==> src/rtl/noise_sequencer.sv <==
// noise_sequencer
// Step sequencer that fires per-channel noise bursts from a programmable
// CH x STEPS pattern, paced by an external beat_tick. A 16-bit Fibonacci
// LFSR supplies the noise; each channel's bit is gated by its burst.
// Ports:
//   clk, rst                    sole clock; synchronous active-high reset
//   start, stop, pause          single-cycle control pulses (stop > start > pause)
//   beat_tick                   one pulse per beat, counted only in RUN
//   loop_en                     1 = wrap after the last step, 0 = one-shot
//   wr_en/wr_ch/wr_step/wr_bit  pattern write port, usable in any state
//   is_noise                    per-channel burst active
//   noise_bit                   lfsr[c] AND is_noise[c]
//   step_idx, state, done       current step, FSM state, one-shot end pulse
//
// state | meaning
// IDLE  | stopped; beat_tick ignored, LFSR held
// RUN   | counting beats, loading/decrementing bursts, LFSR stepping
// PAUSE | counters, bursts, LFSR and outputs frozen until next pause
module noise_sequencer #(
  parameter int          CH             = 2,
  parameter int          STEPS          = 16,
  parameter int          BEATS_PER_STEP = 4,
  parameter int          BURST_BEATS    = 4,
  parameter logic [15:0] LFSR_SEED      = 16'hACE1,
  localparam int         CH_W           = (CH > 1) ? $clog2(CH) : 1,
  localparam int         STEP_W         = $clog2(STEPS)
) (
  input  logic              clk,
  input  logic              rst,
  input  logic              start,
  input  logic              stop,
  input  logic              pause,
  input  logic              beat_tick,
  input  logic              loop_en,
  input  logic              wr_en,
  input  logic [CH_W-1:0]   wr_ch,
  input  logic [STEP_W-1:0] wr_step,
  input  logic              wr_bit,
  output logic [CH-1:0]     is_noise,
  output logic [CH-1:0]     noise_bit,
  output logic [STEP_W-1:0] step_idx,
  output logic [1:0]        state,
  output logic              done
);

  localparam int BEAT_W  = (BEATS_PER_STEP > 1) ? $clog2(BEATS_PER_STEP) : 1;
  localparam int BURST_W = $clog2(BURST_BEATS + 1);

  typedef enum logic [1:0] {
    IDLE  = 2'b00,
    RUN   = 2'b01,
    PAUSE = 2'b10
  } state_t;

  state_t              state_q, state_d;
  logic [STEP_W-1:0]   step_q;
  logic [BEAT_W-1:0]   beat_q;
  logic [BURST_W-1:0]  burst_q [CH];
  logic [BURST_W-1:0]  burst_d [CH];
  logic [STEPS-1:0]    pattern [CH];
  logic [CH-1:0]       is_noise_q;
  logic [15:0]         lfsr_q;
  logic                done_q;

  logic                do_start, do_stop, do_tick, step_end, last_end, enter;
  logic [STEP_W-1:0]   enter_step;

  always_ff @(posedge clk) begin
    if (rst) state_q <= IDLE;
    else     state_q <= state_d;
  end

  always_comb begin
    state_d  = state_q;
    do_start = 1'b0;
    do_stop  = 1'b0;
    do_tick  = 1'b0;
    step_end = 1'b0;
    last_end = 1'b0;
    if (stop) begin
      state_d = IDLE;
      do_stop = 1'b1;
    end else begin
      case (state_q)
        IDLE: if (start) begin
          state_d  = RUN;
          do_start = 1'b1;
        end
        RUN: begin
          // A pause pulse freezes this cycle too, so a coincident tick is dropped.
          if (pause) begin
            state_d = PAUSE;
          end else if (beat_tick) begin
            do_tick = 1'b1;
            if (beat_q == BEAT_W'(BEATS_PER_STEP - 1)) begin
              step_end = 1'b1;
              if (step_q == STEP_W'(STEPS - 1) && !loop_en) begin
                state_d  = IDLE;
                last_end = 1'b1;
              end
            end
          end
        end
        PAUSE: if (pause) state_d = RUN;
        default: state_d = IDLE;
      endcase
    end
  end

  // Step entry: start enters step 0; a step end enters the next step, which
  // wraps to 0 naturally because STEPS is a power of two.
  assign enter      = do_start | (step_end & ~last_end);
  assign enter_step = do_start ? '0 : step_q + STEP_W'(1);

  always_comb begin
    for (int c = 0; c < CH; c++) begin
      burst_d[c] = burst_q[c];
      if (do_stop)
        burst_d[c] = '0;
      else if (enter && pattern[c][enter_step])
        burst_d[c] = BURST_W'(BURST_BEATS);
      else if (do_tick && burst_q[c] != '0)
        burst_d[c] = burst_q[c] - BURST_W'(1);
    end
  end

  always_ff @(posedge clk) begin
    if (rst) begin
      step_q     <= '0;
      beat_q     <= '0;
      is_noise_q <= '0;
      lfsr_q     <= LFSR_SEED;
      done_q     <= 1'b0;
      for (int c = 0; c < CH; c++) begin
        burst_q[c] <= '0;
        pattern[c] <= '0;
      end
    end else begin
      if (wr_en && (int'(wr_ch) < CH)) pattern[wr_ch][wr_step] <= wr_bit;
      done_q <= last_end;
      if (state_q == RUN)
        lfsr_q <= {lfsr_q[14:0], lfsr_q[15] ^ lfsr_q[13] ^ lfsr_q[12] ^ lfsr_q[10]};
      if (do_stop || do_start) begin
        step_q <= '0;
        beat_q <= '0;
      end else if (do_tick) begin
        if (step_end) begin
          beat_q <= '0;
          step_q <= last_end ? '0 : step_q + STEP_W'(1);
        end else begin
          beat_q <= beat_q + BEAT_W'(1);
        end
      end
      for (int c = 0; c < CH; c++) begin
        burst_q[c]    <= burst_d[c];
        is_noise_q[c] <= (burst_d[c] != '0);
      end
    end
  end

  assign is_noise  = is_noise_q;
  assign noise_bit = lfsr_q[CH-1:0] & is_noise_q;
  assign step_idx  = step_q;
  assign state     = state_q;
  assign done      = done_q;

endmodule

==> config.mk <==
export PLATFORM = sky130hd
export DESIGN_NAME = noise_sequencer
export DESIGN_NICKNAME = d
export VERILOG_FILES = /design/src/rtl/noise_sequencer.sv
export SDC_FILE = /design/constraint.sdc
export NUM_CORES = 1
export LEC_CHECK = 0
export ABC_AREA = 1
export CAP_MARGIN = 15
export CORE_MARGIN = 8
export CORE_UTILIZATION = 50
export CTS_CLUSTER_SIZE = 8
export DETAILED_ROUTE_END_ITERATION = 10
export PLACE_DENSITY = 0.67
export REMOVE_ABC_BUFFERS = 1
export SLEW_MARGIN = 20
export SYNTH_ARGS = -nofsm -noshare
export SYNTH_HDL_FRONTEND = slang
export SYNTH_SLANG_ARGS = --single-unit
==> constraint.sdc <==
create_clock -name clk -period 1.9 [get_ports clk]
set_input_delay 0.57 -clock clk [delete_from_list [all_inputs] [get_ports clk]]
set_output_delay 0.57 -clock clk [all_outputs]
set_load 0.1 [all_outputs]
Word level (Yosys, flattened, before mapping) --
Memories as Yosys holds them, arrays and structs flattened. Cells that the tools add are included.
Operators by class: add/subtract/negate cells 4, $lt $le $gt $ge 3, equal/unequal tests 9, muxes and demuxes 52, bitwise logic cells 9, reduce and logical (&&, ||, !) cells 18
Operators by type and width (number):
- $mux 16 | 3
- $mux 1 | 28
- $mux 3 | 8
- $reduce_or 16->1 | 1
- $mux 2 | 7
- $reduce_bool 3->1 | 4
- $lt 4x5->1 const B | 2
- $ne 3x3->1 const B | 3
- $bmux 1 s4 | 2
- $mux 4 | 2
- $logic_and 1x1->1 | 6
- $pmux 2 s3 | 1
- $sub 3x1->3 const B | 2
- $reduce_and 5->1 | 1
- $add 4x1->4 const B | 1
- $demux 1 s4 | 1
- $eq 2x2->1 const B | 2
- $eq 4x4->1 const B | 1
- $ge 4x1->1 const B | 1
- $ne 2x2->1 const B | 2
- $reduce_or 2->1 | 2
- $or 1x1->1 | 3
- $xor 1x1->1 | 3
- $add 2x1->2 const B | 1
- 8 further kinds | 8
Storage, ports and cells: flip-flop bits (word level) 27, memory bits (writable) 38, bits of input ports 14, output and inout port bits 11, logic and storage cells 103, memories kept 2
Memory list:
- pattern | depth 2, width 16, read ports 2, clocked after Yosys merged registers in 0, write ports 2, line 60 | logic [STEPS-1:0] pattern [CH];
- burst_q | depth 2, width 3, read ports 2, clocked after Yosys merged registers in 0, write ports 2, line 58 | logic [BURST_W-1:0] burst_q [CH];

Depth between registers and ports, before layout --
Gate-level depths: netlist (run 1).
depth in word-level cells 15, depth in mapped cells 13, mapped depth without buffers 13

Worst setup path after synthesis (run 1) --
Ideal clock, no wire load.
path type register -> register, start point reg step_q[0] (netlist: step_idx[0]), end point reg is_noise_q[0] (netlist: is_noise[0]), library setup time 114 ps, arrival 2273 ps, data required time 1786 ps, slack -487 ps, stages on the path, launching flop included 13, buffers on the path 0, clock period less this slack 2387 ps, path through dfxtp_1 ha_1 nor2_1 nor2_1 nand2_1 inv_1 nand3_1 nand3_1 nand3_1 nand3_2 nand2_1 nand2_1 nand2_1
Between the ends: longest elaborated chain between the ends 15, elaborated cells between the ends (all ways) 19, classes of those cells add/sub: 1; eq/ne: 1; mux: 11; bitwise: 3; reduce/logical: 3
Ends and longest elaborated chain:
- start, declared | line 56 | logic [STEP_W-1:0] step_q;
- start signal, assigned | line 149 | step_q <= last_end ? '0 : step_q + STEP_W'(1);
- $eq 4x4->1 | line 97 | if (step_q == STEP_W'(STEPS - 1) && !loop_en) begin
- $logic_and 1x1->1 | line 97
- $mux 1 | line 97
- $mux 1 | line 95 | if (beat_q == BEAT_W'(BEATS_PER_STEP - 1)) begin
- $mux 1 | line 93 | end else if (beat_tick) begin
- $mux 1 | line 91 | if (pause) begin
- $mux 1 | line 84 | case (state_q)
- $mux 1 | line 80 | if (stop) begin
- $not 1->1 | line 112 | assign enter = do_start | (step_end & ~last_end);
- $and 1x1->1 | line 112
- $or 1x1->1 | line 112
- $logic_and 1x1->1 * | line 120 | else if (enter && pattern[c][enter_step])
- $mux 3 * | line 120
- $mux 3 * | line 118 | if (do_stop)
- $reduce_bool 3->1 * | line 156 | is_noise_q[c] <= (burst_d[c] != '0);
- end signal, assigned by index | line 156
- end, declared | line 61 | logic [CH-1:0] is_noise_q;
Every way passes the cells marked *; elsewhere a longest branch is shown, timed or not. The select of a mux whose other input is x is not followed. A chain may end at the register's enable or synchronous reset.

==> flow_summary.json, run 1 <==
{
  "status": "finished clean",
  "critical_path.reg2reg.startpoint": "state[0]$_SDFFE_PP0P_",
  "period_share": 0.961,
  "cts_root_buf": "clkbuf_8",
  "die_h_um": 97.7,
  "fill_cells": 545,
  "via_per_inst": 5.30,
  "holdPathStages": 2,
  "synth_enable_flop_cells": 32,
  "dr.pass1.iters": 5,
  "syn-cell-area_um2": 3340,
  "finalSetupViolations": 0,
  "fin_crit_ps": 1830,
  "die_area_um2": 9540,
  "drv_slew": 0,
  "worst_hold_slack_ps": 461,
  "grt_usage": 0.160,
  "rsz0062_at_grt": "yes",
  "ant_nets": 0,
  "synthTopCellsByCount": "nand2_1 (98), nand3_1 (76), nor2_1 (70)",
  "multi_input_area_um2": 1490,
  "finalWeightedCongestion": 0.921,
  "crit_chain": "clkdlybuf4s50_1 > inv_1 > nand2_1 > nor3b_2 > buf_4 > nand3_1 > nand2_1",
  "cpMaxStageDelayCell": "clkdlybuf4s50_1",
  "path_clk_slew_ps": 70,
  "slowest_delay_ps": 500,
  "hp-class": "flip-flop to flip-flop",
  "nets": 501,
  "final.setup_skew_ps": 4.68,
  "post-route-util": 0.656,
  "crit_path_end_kind": "flip-flop",
  "yosys.area.top_type": "edfxtp_1",
  "start_util": 0.522,
  "power.density_nw_per_um2": 730,
  "cts_buffer_depth": 2,
  "tightestPinTransition_ps": 454,
  "ys_seq_elements": 65,
  "hp-start": "lfsr_q[9]$_SDFFE_PP0P_",
  "relSlewSlack": 0.697,
  "cts-hold-fix-buffers": 0,
  "drcViolationCount": 0,
  "cts_tree": "done",
  "power_leakage_uw": 0.00188,
  "wl_per_cell_um": 13.5,
  "vias": 2984,
  "core-area_um2": 6390,
  "cp.arrival_ps": 1890,
  "drtIter0Drc": 263,
  "rrSetupSlack_ps": 150,
  "synth-async-reset-ratio": 0,
  "fmax_ghz": 0.548,
  "synthToLayoutAreaGrowth_pct": 25.6,
  "critical_path_class": "input port to flip-flop",
  "cts_setup_buffers": 0,
  "hold_viol_final": 0,
  "whs_endpoint": "lfsr_q[10]$_SDFFE_PP1P_",
  "yosysMostFrequentCell": "nand2_1",
  "grt.overflow.total": 0,
  "ios": 25,
  "netlist_instances": 433,
  "num_antenna_cells": 0,
  "ir_drop_v": 0.000475,
  "cts_made_buffers": 9,
  "cp_common_cell": "nand2_1",
  "crit_required_ps": 1960,
  "seq_area_um2": 1620,
  "cp_max_fo": 8,
  "synth_flop_cell": "dfxtp_1",
  "antenna_found_initial": 0,
  "ys_seq_area_frac": 0.486,
  "rr_worst_depth": 11,
  "cap_violations": 0,
  "grt_max_degree": 48,
  "netlist.area_leader.share": 0.288,
  "numClockSinks": 65,
  "yosysWarnings": 0,
  "r2r_end": "is_noise[0]$_SDFF_PP0_",
  "h-tree-depth": 3,
  "port_buffers": 24,
  "die_w_um": 97.7,
  "synth_area_leaders": "edfxtp_1 (29%), dfxtp_1 (20%), nand3_1 (11%), nand2_1 (11%), nor2_1 (7.9%)",
  "crit_path_start_kind": "input port",
  "drive_gt1_frac": 0.160,
  "synthDistinctLibCells": 31,
  "clk-insertion-delay-late_ps": 350,
  "grt_pass1_wl_mm": 12.6,
  "grt_pass1_vias": 2758,
  "wirelength_mm": 7.60,
  "rows": 29,
  "avgSynthCellArea_um2": 7.70,
  "dp_hpwl_mm": 5.43
}
==> final cells by class <==
cell class | instances | share of cell area
flip-flops and latches | 65 | 0.387
well taps | 77 | 0.0230
repair buffers | 55 | 0.150
multi-input cells | 306 | 0.356
clock buffers | 10 | 0.0355
clock inverters | 6 | 0.00896
inverters | 44 | 0.0397
==> state kept, by name, indices dropped and copies added, names as in the netlist <==
register,flops
beat_q,2
is_noise,2
burst_q,6
state,2
step_idx,4
lfsr_q,16
pattern,32
done,1
==> cell usage in the layout, fill, tap and decap left out, types with 2 or more instances in the layout <==
master           netlist  layout
a21oi_2                2       2
o21ai_1                4       4
ha_1                   6       6
xnor2_1                3       3
or2_4                  0       2
clkinv_2               1       3
dfxtp_1               33      33
o21a_1                 2       2
inv_1                 43      40
buf_4                  1      27
nand2_1               98      97
a21oi_1               13      13
nand3_1               76      76
nand3_2                3       3
edfxtp_1              32      32
clkdlybuf4s50_1        0      11
inv_4                  0       3
dlymetal6s2s_1         0       2
buf_12                 0      14
nor2_1                70      69
inv_2                  0       3
clkbuf_8               0       9
nor3_1                 4       4
o21ai_0               13      13
nand2_4                2       2
==> cells by family (layout without fill, tap and decap cells) <==
| group | after synthesis | count (layout) | share of synthesized area |
|---|---|---|---|
| flip-flops | 65 | 65 | 0.486 |
| XOR/XNOR | 4 | 4 | 0.0105 |
| AO/OA/AOI/OAI | 36 | 36 | 0.0600 |
| AND/OR/NAND/NOR | 260 | 260 | 0.347 |
| buffers and inverters | 62 | 115 | 0.0743 |
| adder cells (fa/ha/maj) | 6 | 6 | 0.0225 |
==> critical path, delay by kind of cell <==
family,cells,cell delay [ps]
buf+inv,3,810
simple gates,4,510
==> through the flow <==
stage	setup TNS, ps	total power, µW	instances	setup slack [ps]	cell area [µm²]
6_report	0	3060	563	74.1	4190
5_1_grt	-1.34	3190	563	-1.34	4190
4_1_cts	0	3080	562	14.2	4150
3_5_place_dp	-12640	1970	546	-373	3960
3_3_place_gp	-9760	1960	546	-303	3960
2_1_floorplan	-35110	1810	415	-609	3250
==> metal layers <==
layer | global-route usage | up-vias | wire length, µm
met5 | 0 | - | 0
met4 | 0.0839 | 0 | 158
met2 | 0.259 | 91 | 3640
met3 | 0.0341 | 15 | 388
li1 | - | 1506 | -
met1 | 0.194 | 1372 | 3410
==> worst max-delay path by stage <==
stage / endpoint / startpoint
3_3_place_gp: is_noise[0]$_SDFF_PP0_ / stop
5_1_grt: pattern[0][5]$_SDFFCE_PN0P_ / rst
4_1_cts: is_noise[0]$_SDFF_PP0_ / start
2_1_floorplan: pattern[0][0]$_SDFFCE_PN0P_ / rst
3_5_place_dp: is_noise[1]$_SDFF_PP0_ / stop
6_report: pattern[0][15]$_SDFFCE_PN0P_ / rst
==> repair_timing <==
| item | in CTS | in global routing |
|---|---|---|
| setup endpoints to repair | 3 | 9 |
| cloned | 0 | 1 |
| pin swaps | 0 | 2 |
| resized for setup | 2 | 13 |
==> power breakdown <==
group	internal [µW]	leakage, µW	switching [µW]	total [µW]
registers	1530	0.000573	34.9	1570
clock network	552	0.000102	560	1110
logic	151	0.00121	228	379
total	2240	0.00188	822	3060
(Power assumes the default switching activity.)
==> inputs of run 2 (changes only) <==
- CORE_UTILIZATION: 50 -> 30
- CTS_CLUSTER_SIZE: 8 -> 16
- PLACE_DENSITY: 0.67 -> 0.43
- SLEW_MARGIN: 20 -> not set
==> run 2 against run 1 <==
  * Flip-flop and latch count unchanged
  * Clock skew up 6.5 ps
  * Clock-buffer cell count up 4
  * Setup slack better by 52 ps
  * Fmax up 2.9%
  * Cell area up 4.4%
  * Register-to-register slack worse by 20 ps
  * Largest power group unchanged
  * Sequential power about the same
==> flow_summary.json, run 2 (synthesized netlist as in run 1, its figures left out) <==
{
  "rr_worst_depth": 11,
  "drtIter0Drc": 161,
  "final_cell_mix": "nand2_1 (97), nand3_1 (76), nor2_1 (70)",
  "relSlewSlack": 0.681,
  "path_clk_slew_ps": 80,
  "antenna_found_initial": 0,
  "numClockSinks": 65,
  "wl_per_cell_um": 12.6,
  "drive_gt1_frac": 0.167,
  "crit_path_start_kind": "flip-flop",
  "cp.arrival_ps": 2020,
  "via_per_inst": 4.59,
  "final.setup_skew_ps": 11.2,
  "power.density_nw_per_um2": 730,
  "drcViolationCount": 0,
  "cts_tree": "done",
  "wirelength_mm": 7.98,
  "rows": 38,
  "port_buffers": 24,
  "start_util": 0.308,
  "die_h_um": 121,
  "critical_path_class": "flip-flop to flip-flop",
  "largest_register_ffs": 32,
  "grt_busiest_layer": "met2",
  "reg_top3": "pattern: 32 flops, lfsr_q: 16 flops, burst_q: 6 flops",
  "final_area_um2": 4380,
  "fill_cells": 1124,
  "dp_hpwl_mm": 5.62,
  "fin_crit_ps": 1770,
  "cpLargestDelayFamily": "simple AND/OR/NAND/NOR gates",
  "post-route-util": 0.404,
  "cts-hold-fix-buffers": 0,
  "grt_pass1_vias": 2697,
  "status": "finished clean",
  "grt_max_degree": 48,
  "clk-insertion-delay-late_ps": 350,
  "grt_usage": 0.114,
  "grt.met2_usage": 0.172,
  "cpMaxStageDelayCell": "dfxtp_1",
  "place_area_um2": 4100,
  "crit_path_end_kind": "flip-flop",
  "core-area_um2": 10800,
  "grt.met1_usage": 0.149,
  "layout_commonest_cell": "nand2_1",
  "top_register": "pattern",
  "hp-class": "flip-flop to flip-flop",
  "drv_slew": 0,
  "finalSetupViolations": 0,
  "nets": 508,
  "holdPathStages": 2,
  "slowest_delay_ps": 420,
  "synthToLayoutAreaGrowth_pct": 31.2,
  "finalWeightedCongestion": 0.883,
  "ir_drop_v": 0.000318,
  "num_antenna_cells": 0,
  "period_share": 0.934,
  "grt_pass1_wl_mm": 13.2,
  "ant_nets": 0,
  "crit_chain": "nor2_4 > nand3_4 > clkbuf_16 > nand3_1 > nand3_1 > nand3_1 > nand3_1 > nand3_2 > nand2_1 > nand2_1 > nand2_1",
  "cap_violations": 0,
  "cts_made_buffers": 9,
  "path_depth": 11,
  "cts_buffer_depth": 2,
  "dp_slack_ps": -377,
  "finalSetupTns_ps": 0,
  "met3_usage": 0.0256,
  "timing.final.ws_setup_ps": 126,
  "ios": 25,
  "die_area_um2": 14700,
  "vias": 2904,
  "tightestPinTransition_ps": 478,
  "h-tree-depth": 3,
  "crit_required_ps": 2140,
  "die_w_um": 121,
  "cp_common_cell": "nand3_1",
  "p_total_uw": 3200,
  "power_leakage_uw": 0.00194,
  "hold_viol_final": 0,
  "cts_root_buf": "clkbuf_8",
  "cp_max_fo": 7,
  "grt.overflow.total": 0,
  "cts_setup_buffers": 0,
  "dr.pass1.iters": 4,
  "cp.buffers_inverters": 1,
  "fmax_ghz": 0.564
}
run 2: worst reg2reg max path: stages, from the launching register on:
cell       delay [ps]
dfxtp_1           420
nor2_4            200
nand3_4           220
clkbuf_16         230
nand3_1            70
nand3_1           100
nand3_1            70
nand3_1            80
nand3_2           100
nand2_1            60
nand2_1            70
nand2_1            50
run 2: final timing paths:
check,to,from,slack (ps)
max reg2reg,is_noise[0]$_SDFF_PP0_,state[0]$_SDFFE_PP0P_,130
max,is_noise[0]$_SDFF_PP0_,state[0]$_SDFFE_PP0P_,130
min,lfsr_q[10]$_SDFFE_PP1P_,lfsr_q[9]$_SDFFE_PP0P_,440
min reg2reg,lfsr_q[10]$_SDFFE_PP1P_,lfsr_q[9]$_SDFFE_PP0P_,440
run 2: area by class of cell:
cell class,instances,area (µm²),area share
clock buffers,14,205,0.0469
well taps,140,175,0.0400
flip-flops and latches,65,1620,0.371
multi-input cells,306,1500,0.342
inverters,44,166,0.0380
repair buffers,62,706,0.161
clock inverters,1,5.00,0.00114
run 2: where the power goes:
group          leakage, µW  switching (µW)  total (µW)  internal [µW]
logic              0.00126             230         391            161
registers         0.000573            36.7        1570           1530
clock network     0.000109             537        1230            696
total              0.00194             804        3200           2390
run 2: metrics by stage:
| stage | hold slack [ps] | std cells |
|---|---|---|
| detailed placement | 446 | 616 |
| global route | 485 | 632 |
| finish | 444 | 632 |
| floorplan | 429 | 415 |
| CTS | 458 | 631 |
| global placement | 437 | 616 |
run 2: per-layer routing:
layer	wire, µm	vias to the layer above
met5	0	-
met4	155	0
met3	419	11
met2	3640	63
met1	3760	1312
li1	-	1518
run 2: what timing repair did:
item | in CTS | in global routing
gates resized for setup | 1 | 15
pin swaps | 0 | 1
gates cloned | 0 | 1
setup endpoints to repair | 1 | 14
==> inputs of run 3 (changes only) <==
- CAP_MARGIN: 15 -> 5
- PLACE_DENSITY: 0.43 -> 0.52
==> run 3 against run 2 <==
  * Routed wire length down 4.6%
  * First-iteration DRC count increased by 23%
  * Final cell count is 0.63% lower
  * Via count rose by 1.0%
  * Cell area fell by 2.6%
  * Clock skew shrank 3.6 ps
==> flow_summary.json, run 3 (synthesized netlist as in run 1, its figures left out) <==
{
  "cap_violations": 0,
  "pwr-share-clk": 0.353,
  "reg_top3": "pattern: 32 flops, lfsr_q: 16 flops, burst_q: 6 flops",
  "rr_worst_depth": 11,
  "start_util": 0.308,
  "place_area_um2": 4040,
  "power.density_nw_per_um2": 706,
  "clk-insertion-delay-late_ps": 360,
  "grt_pass1_wl_mm": 13.0,
  "crit_chain": "clkdlybuf4s50_1 > inv_1 > nand2_1 > nor3_1 > buf_4 > nand3_1 > nand2_1",
  "layout.cells.non_filler": 628,
  "drcViolationCount": 0,
  "p_int_uw": 2220,
  "ios": 25,
  "p_seq_frac": 0.522,
  "nets": 503,
  "period_share": 0.946,
  "via_per_inst": 4.67,
  "grt_max_degree": 48,
  "hp-class": "flip-flop to flip-flop",
  "finalWeightedCongestion": 0.859,
  "vias": 2933,
  "path_clk_slew_ps": 70,
  "crit_path_end_kind": "flip-flop",
  "cts_made_buffers": 9,
  "numClockSinks": 65,
  "critical_path_class": "input port to flip-flop",
  "grt_usage": 0.111,
  "slowest_delay_ps": 490,
  "top_register": "pattern",
  "cp_common_cell": "nand2_1",
  "wl_per_cell_um": 12.1,
  "num_antenna_cells": 0,
  "final.setup_skew_ps": 7.64,
  "cts_tree": "done",
  "cts_buffer_depth": 2,
  "timing.final.ws_setup_ps": 103,
  "p_comb_frac": 0.125,
  "status": "finished clean",
  "relSlewSlack": 0.681,
  "cp.arrival_ps": 1870,
  "dp_cells": 610,
  "grt_pass1_vias": 2786,
  "cpMaxStageDelayCell": "clkdlybuf4s50_1",
  "p_sw_frac": 0.260,
  "cp_max_fo": 8,
  "rsz0062_at_grt": "no",
  "grt.overflow.total": 0,
  "drive_gt1_frac": 0.158,
  "ir_drop_v": 0.000239,
  "dr.pass1.iters": 4,
  "hold_viol_final": 0,
  "die_h_um": 121,
  "largest_register_ffs": 32,
  "die_area_um2": 14700,
  "port_buffers": 24,
  "p_sw_uw": 783,
  "rows": 38,
  "fin_crit_ps": 1800,
  "crit_path_start_kind": "input port",
  "power_leakage_uw": 0.00188,
  "synthToLayoutAreaGrowth_pct": 27.8,
  "final_area_um2": 4260,
  "drv_slew": 0,
  "core-area_um2": 10800,
  "die_w_um": 121,
  "ant_nets": 0,
  "drtIter0Drc": 198,
  "h-tree-depth": 3,
  "dp_hpwl_mm": 5.49,
  "layout_commonest_cell": "nand2_1",
  "final_cell_mix": "nand2_1 (97), nand3_1 (76), nor2_1 (69)",
  "cts_root_buf": "clkbuf_8",
  "fill_cells": 1103,
  "crit_required_ps": 1970,
  "fmax_ghz": 0.557,
  "finalSetupViolations": 0,
  "wirelength_mm": 7.61,
  "dp_slack_ps": -399,
  "tightestPinTransition_ps": 479,
  "antenna_found_initial": 0,
  "holdPathStages": 2
}
[run 3: cell types whose count changed in the layout (fill, tap and decap cells not counted), moves of 2 or more]
| cell | change |
|---|---|
| buf_4 | -3 |
| clkinv_2 | +2 |
| clkbuf_16 | -3 |
| nand2_4 | +2 |
[run 3: worst paths after layout]
check | from | end | slack, ps
setup / recovery | rst | pattern[0][7]$_SDFFCE_PN0P_ | 100
hold / removal | lfsr_q[9]$_SDFFE_PP0P_ | lfsr_q[10]$_SDFFE_PP1P_ | 460
setup reg to reg | state[0]$_SDFFE_PP0P_ | is_noise[0]$_SDFF_PP0_ | 170
hold reg to reg | lfsr_q[9]$_SDFFE_PP0P_ | lfsr_q[10]$_SDFFE_PP1P_ | 460
[run 3: layout make-up]
type	count	area [µm²]	share of cell area
clock buffers	13	159	0.0373
multi-input cells	306	1490	0.350
clock inverters	3	15.0	0.00352
repair buffers	57	632	0.148
well taps	140	175	0.0411
inverters	44	166	0.0390
flip-flops and latches	65	1620	0.381
[run 3: worst max-delay path, delay by kind of cell]
| family | cells | cell delay (ps) |
|---|---|---|
| simple gates | 4 | 470 |
| buf+inv | 3 | 820 |
[run 3: layer usage]
layer  vias to the layer above  wire length [µm]  GRT usage
met5                         -                 0          0
met4                         0               199     0.0694
met3                        12               340     0.0228
met2                        50              3550      0.178
met1                      1360              3510      0.134
li1                       1511                 -          -
[run 3: power groups by stage]
| stage | combinational [µW] | clock [µW] | sequential, µW |
|---|---|---|---|
| 6_report | 375 | 1060 | 1570 |
| 2_1_floorplan | 196 | 0 | 1610 |
| 3_5_place_dp | 369 | 0 | 1600 |
| 4_1_cts | 370 | 1100 | 1570 |
| 5_1_grt | 419 | 1150 | 1580 |
| 3_3_place_gp | 366 | 0 | 1600 |
[run 3: repair_timing]
| item | in CTS | in global routing |
|---|---|---|
| pin swaps | 0 | 2 |
| buffers inserted | 0 | 1 |
| cloned | 0 | 1 |
| endpoints found under the setup margin | 2 | 8 |
| resized for setup | 1 | 14 |
| hold buffers | 0 | 0 |
[run 3: through the flow]
step           setup TNS, ps  hold WS (ps)   util  power, µW
6_report                   0           459  0.393       3010
3_5_place_dp          -14590           447  0.372       1970
3_3_place_gp          -13790           440  0.372       1970
4_1_cts                    0           465  0.389       3040
5_1_grt                    0           499  0.393       3150
2_1_floorplan         -35110           429      -       1810
